File: src/rtl/piso_serializer.sv
// Parallel-in serial-out serializer with a valid/ready word load and a bit-rate tick.
// Latency: a word accepted at edge N emits its first bit at the first later edge with shift_en_i=1.
// Backpressure: load_ready_o is high in IDLE, or on the final-bit tick so frames run back to back.
//
// Ports:
//   clk_i          rising-edge clock
//   reset_i        synchronous, active-high reset
//   load_valid_i   producer presents parallel_in_i
//   load_ready_o   word can be accepted this cycle (combinational)
//   parallel_in_i  word to serialize, sampled only on an accepted load
//   shift_en_i     bit-rate tick, one bit is emitted per tick
//   serial_out_o   registered serial data (IDLE_LEVEL between frames)
//   serial_valid_o one-cycle strobe, serial_out_o carries a new bit
//   last_bit_o     one-cycle strobe on the final bit of a word
//   busy_o         frame in progress
module piso_serializer #(
  parameter int   WIDTH      = 8,
  parameter bit   LSB_FIRST  = 1'b0,
  parameter logic IDLE_LEVEL = 1'b0
) (
  input  logic             clk_i,
  input  logic             reset_i,
  input  logic             load_valid_i,
  output logic             load_ready_o,
  input  logic [WIDTH-1:0] parallel_in_i,
  input  logic             shift_en_i,
  output logic             serial_out_o,
  output logic             serial_valid_o,
  output logic             last_bit_o,
  output logic             busy_o
);

  localparam int CNT_W = $clog2(WIDTH);
  localparam logic [CNT_W-1:0] LAST_CNT = CNT_W'(WIDTH - 1);

  typedef enum logic {
    IDLE  = 1'b0,
    SHIFT = 1'b1
  } state_t;

  state_t             state_q, state_d;
  logic [WIDTH-1:0]   shreg_q, shreg_d;
  logic [CNT_W-1:0]   bit_cnt_q, bit_cnt_d;
  logic               serial_out_q, serial_out_d;
  logic               serial_valid_q, serial_valid_d;
  logic               last_bit_q, last_bit_d;

  logic               final_tick;
  logic               accept;
  logic               out_bit;
  logic [WIDTH-1:0]   shreg_shifted;

  // The final-bit tick frees the shift register, so a new word may be
  // loaded in that same cycle and start on the very next tick.
  assign final_tick   = (state_q == SHIFT) && shift_en_i && (bit_cnt_q == LAST_CNT);
  assign load_ready_o = (state_q == IDLE) || final_tick;
  assign accept       = load_valid_i && load_ready_o;

  assign out_bit       = LSB_FIRST ? shreg_q[0] : shreg_q[WIDTH-1];
  assign shreg_shifted = LSB_FIRST ? {1'b0, shreg_q[WIDTH-1:1]}
                                   : {shreg_q[WIDTH-2:0], 1'b0};

  always_comb begin
    state_d        = state_q;
    shreg_d        = shreg_q;
    bit_cnt_d      = bit_cnt_q;
    serial_out_d   = serial_out_q;
    serial_valid_d = 1'b0;
    last_bit_d     = 1'b0;

    unique case (state_q)
      IDLE: begin
        serial_out_d = IDLE_LEVEL;
        if (accept) begin
          shreg_d   = parallel_in_i;
          bit_cnt_d = '0;
          state_d   = SHIFT;
        end
      end
      SHIFT: begin
        if (shift_en_i) begin
          serial_out_d   = out_bit;
          shreg_d        = shreg_shifted;
          serial_valid_d = 1'b1;
          bit_cnt_d      = bit_cnt_q + CNT_W'(1);
          if (bit_cnt_q == LAST_CNT) begin
            last_bit_d = 1'b1;
            bit_cnt_d  = '0;
            if (accept) begin
              shreg_d = parallel_in_i;
            end else begin
              state_d = IDLE;
            end
          end
        end
      end
      default: state_d = IDLE;
    endcase
  end

  always_ff @(posedge clk_i) begin
    if (reset_i) begin
      state_q        <= IDLE;
      shreg_q        <= '0;
      bit_cnt_q      <= '0;
      serial_out_q   <= IDLE_LEVEL;
      serial_valid_q <= 1'b0;
      last_bit_q     <= 1'b0;
    end else begin
      state_q        <= state_d;
      shreg_q        <= shreg_d;
      bit_cnt_q      <= bit_cnt_d;
      serial_out_q   <= serial_out_d;
      serial_valid_q <= serial_valid_d;
      last_bit_q     <= last_bit_d;
    end
  end

  assign serial_out_o   = serial_out_q;
  assign serial_valid_o = serial_valid_q;
  assign last_bit_o     = last_bit_q;
  assign busy_o         = (state_q == SHIFT);

endmodule

File: config.mk
export PLATFORM = sky130hd
export DESIGN_NAME = piso_serializer
export DESIGN_NICKNAME = d
export VERILOG_FILES = /design/src/rtl/piso_serializer.sv
export SDC_FILE = /design/constraint.sdc
export NUM_CORES = 1
export LEC_CHECK = 0
export BUFFER_PORTS_ARGS = -buffer_cell sky130_fd_sc_hd__buf_2
export CORE_ASPECT_RATIO = 0.75
export CORE_UTILIZATION = 30
export CTS_BUF_LIST = sky130_fd_sc_hd__clkbuf_8
export DETAILED_ROUTE_END_ITERATION = 10
export GPL_TIMING_DRIVEN = 1
export PLACE_DENSITY_LB_ADDON = 0.05
export SETUP_SLACK_MARGIN = 0.2
export SYNTH_ARGS = -nofsm -noshare
export SYNTH_HDL_FRONTEND = slang
export SYNTH_SLANG_ARGS = --single-unit
File: constraint.sdc
create_clock -name clk_i -period 1.5 [get_ports clk_i]
set_input_delay 0.15 -clock clk_i [delete_from_list [all_inputs] [get_ports clk_i]]
set_output_delay 0.15 -clock clk_i [all_outputs]
set_load 0.005 [all_outputs]
# Word-level counts from Yosys, hierarchy flattened
# Cells that the tools add are included.
# op_classes
n_addsub,1
eq_ne,3
mux,17
bitwise_logic,2
reduce_logical,7
# op_table
operator,count
8-bit 2-to-1 mux,4
8-bit one-hot mux with 2 select lines,1
3-bit 2-to-1 mux,3
1-bit 2-to-1 mux,6
3-bit one-hot mux with 2 select lines,1
"2-bit != test, second input constant",2
1-bit one-hot mux with 2 select lines,2
"3-bit by 1-bit adder with 3-bit output, second input constant",1
"3-bit equality test, second input constant",1
1-bit logical AND,3
3-bit OR reduction,1
1-bit NOT,2
2-bit AND reduction,1
2-bit OR reduction,1
1-bit logical OR,1
# word_totals
register_bits,15
output_inout_bits,5

# Longest topological paths before layout
# depth
depth_word,8
ltp_mapped,6
depth_no_buf,5

# Least setup slack after synthesis
# Ideal clock, no wire load.
# synth_path
path_type,flip-flop to flip-flop
startpoint,register bit_cnt_q[0]
endpoint,register shreg_q[1]
setup_time_ps,142
arrival_time_ps,1255
slack_ps,103
path_stages_with_launch,7
path_buffers,1
synth_period_minus_slack_ps,1397
cell_sequence,dfxtp_1 > ha_1 > ha_1 > and3_1 > buf_2 > o21ai_0 > a311oi_2
# synth_via
elab_chain_cells,8
# synth_lines
element,line,text
"start, declared",43,"logic [CNT_W-1:0] bit_cnt_q, bit_cnt_d;"
"start signal, assigned",112,bit_cnt_q <= bit_cnt_d;
3-bit equality test *,"55, 86",
1-bit logical AND,55,assign final_tick = (state_q == SHIFT) && shift_en_i && (bit_cnt_q == LAST_CNT);
1-bit logical OR,56,assign load_ready_o = (state_q == IDLE) || final_tick;
1-bit logical AND,57,assign accept = load_valid_i && load_ready_o;
8-bit 2-to-1 mux,89,if (accept) begin
8-bit 2-to-1 mux,86,if (bit_cnt_q == LAST_CNT) begin
8-bit 2-to-1 mux,81,if (shift_en_i) begin
8-bit one-hot mux with 2 select lines,71,unique case (state_q)
"end signal, assigned",111,shreg_q <= shreg_d;
"end, declared",42,"logic [WIDTH-1:0] shreg_q, shreg_d;"
# Mark *: on every way between the ends. The rest lies on a longest branch, timed or not. The select of a mux whose other input is x is not followed.
# A chain may end at the register's enable or synchronous reset.

# Worst setup path after layout
# layout_path
startpoint,register bit_cnt_q[1]
endpoint,output load_ready_o
# layout_via
elab_chain_cells,3
# layout_lines
element,line,text
3-bit equality test,55,
1-bit logical AND,55,
1-bit logical OR,56,
"end, declared",24,"output logic load_ready_o,"
# Every way passes these cells.

==> summary.md <==
| Metric | Value |
|---|---|
| Warnings, synthesis | `0` |
| Most common cell after layout, fill and taps aside | `buf_2` |
| Final Cell Area | `920 um2` |
| Initial Util | `33.8%` |
| Share of post-route cells with drive strength above 1 | `49.5%` |
| Die W | `58.5 um` |
| Worst Setup Start Kind | `flip-flop` |
| MaxCap Viol Count | `0` |
| Syn avg cell area | `9.56 um2` |
| Area growth syn-to-layout | `28.3%` |
| Worst-skew pair later-pin latency | `0.24 ns` |
| CP required | `1.35 ns` |
| WL per Instance | `12.6 um` |
| Crit end category | `output pin` |
| Multi-input combinational cell area | `433 um2` |
| Core ar. | `2120 um2` |
| WP data arrival | `1.15 ns` |
| HPWL after DPL | `1050 um` |
| Final Hold Viols | `0` |
| Vias | `597` |
| Post-Syn Instances | `75` |
| Largest net degree at the start of global routing | `17` |
| Clock slew at reported path FFs | `0.06 ns` |
| Final period utilization | `87.0%` |
| Crit path max fanout | `4` |
| Synth Register Bits | `15` |
| Final Skew | `0.00263 ns` |
| Post-DR vias/cell | `4.85` |
| RSZ-0062 raised after global routing | `true` |
| Die Height | `44.3 um` |
| Pre-antenna DRT Iters | `4` |
| Outcome | `complete, no violations` |
| Mapped Area | `717 um2` |
| DRC Markers | `0` |
| First-pass GRT wire length | `2580 um` |
| GPL Wtd Cong | `0.686` |
| Final ANT Viol Nets | `0` |
| Worst slew margin | `73.2%` |
| Leading cell types in the layout, fill and taps excluded | `buf_2, dfxtp_1, nor2_1` |
| Fin nets | `106` |
| Port bufs | `16` |
| Vias in the first global route | `551` |
| DIE AREA | `2590 um2` |
| Clock sinks | `15` |
| Leakage | `0.350 nW` |
| CTS H-tree depth | `1` |
| Total grt overflow | `0` |
| Total power | `895 uW` |
| # fillers | `220` |
| IO Count | `17` |
| Max VDD drop | `377 uV` |
| Iter 0 DRT Violations | `21` |
| PwrDens | `973 nW/um2` |
| Max Clock Freq | `767 MHz` |
| Synth cell types | `22` |
| Fin Setup TNS | `0 ns` |
| Final setup viols | `0` |
| Global Route Usage Sum | `13.8%` |
| WL final | `1550 um` |
| Antenna violations before repair | `0` |
| CTS Root Cell | `clkbuf_8` |
| Syn Nets | `89` |
| Row count | `14` |
| Hold WC Path Type | `input port to flip-flop` |
| Critical path class | `flip-flop to output pin` |
| CTS Buf Count | `3` |
| Worst Max-Slew Pin Slew | `0.401 ns` |
| Clock buffer depth | `2` |
| Post-cts hold buffer count | `0` |
| Area after DPL | `847 um2` |
| Max-slew violations | `0` |
| CTS tree | `built` |
| Seq/Total Area, Yosys | `41.9%` |
| Diodes inserted | `0` |
| Min cycle time layout | `1.30 ns` |
| Util after Layout | `43.4%` |
| FF/Latch Area | `303 um2` |
## final timing paths
check,depth (start not counted),slack (ns),end,start
min,3,0.18,shreg_q[0]$_SDFFE_PP0P_,parallel_in_i[0]
max,5,0.20,load_ready_o,bit_cnt_q[1]$_SDFFE_PP0P_
min reg2reg,2,0.46,shreg_q[0]$_SDFFE_PP0P_,shreg_q[0]$_SDFFE_PP0P_
max reg2reg,5,0.20,shreg_q[6]$_SDFFE_PP0P_,bit_cnt_q[1]$_SDFFE_PP0P_
## layer usage
metal	vias up	track usage, %	routed length (um)
met5	-	0	0
met4	0	4.29	9
met3	2	6.73	88
met2	12	20.0	634
met1	276	18.2	816
li1	307	-	-
## repair_timing
action | in CTS | in global routing
buffers inserted | 1 | 0
resized for setup | 5 | 0
pin swaps | 2 | 1
endpoints found under the setup margin | 8 | 9
## kinds of logic after synthesis
logic type / Yosys count / synth area share (%)
compound gates: 20 / 25.7
simple gates: 28 / 17.5
mux: 3 / 4.89
flops: 15 / 41.9
fa+ha+maj: 2 / 3.49
buf+inv: 7 / 6.63
## flip-flops by register name (all words and copies together), names as in the netlist
name / cells
shreg_q: 8
serial_out_o: 1
busy_o: 1
serial_valid_o: 1
bit_cnt_q: 3
last_bit_o: 1
## cell usage after synthesis (all sizes together)
master / instances / area, um2
nor2: 14 / 57.6
o211ai: 1 / 7.51
o21ai: 7 / 35.0
dfxtp: 15 / 300
a22o: 2 / 17.5
ha: 2 / 25.0
a32oi: 1 / 8.76
a21oi: 2 / 10.0
nand2: 4 / 15.0
inv: 1 / 3.75
mux2i: 2 / 20.0
buf: 6 / 43.8
nand2b: 1 / 6.26
a311oi: 7 / 105
mux2: 1 / 15.0
nand3: 8 / 40.0
and3: 1 / 6.26
## final cells by class
type                       instances  area share [%]
inverter                           1           0.408
sequential                        15            32.9
timing repair buffer              18            10.3
clock inverter                     1           0.408
multi-input combinational         53            47.1
tap                               32            4.35
clock buffer                       3            4.49
## power by group
part | leakage (nW) | switching (mW) | internal [mW]
clock network | 0.0269 | 0.136 | 0.181
registers | 0.124 | 0.0141 | 0.423
logic | 0.199 | 0.0784 | 0.0623
## metrics by stage
stage	instances	worst slack, ns	hold WS, ns
floorplan	75	0.206	0.244
global placement	118	0.134	0.426
detailed placement	118	0.112	0.438
CTS	123	0.164	0.175
global route	123	0.103	0.185
finish	123	0.195	0.180
## critical path, cell delays in order (launching register included)
cell and delay (ns):
dfxtp_2 0.33, ha_4 0.16, ha_4 0.17, nand2_2 0.08, nand2_1 0.05, buf_2 0.12
(Power assumes the default switching activity.)
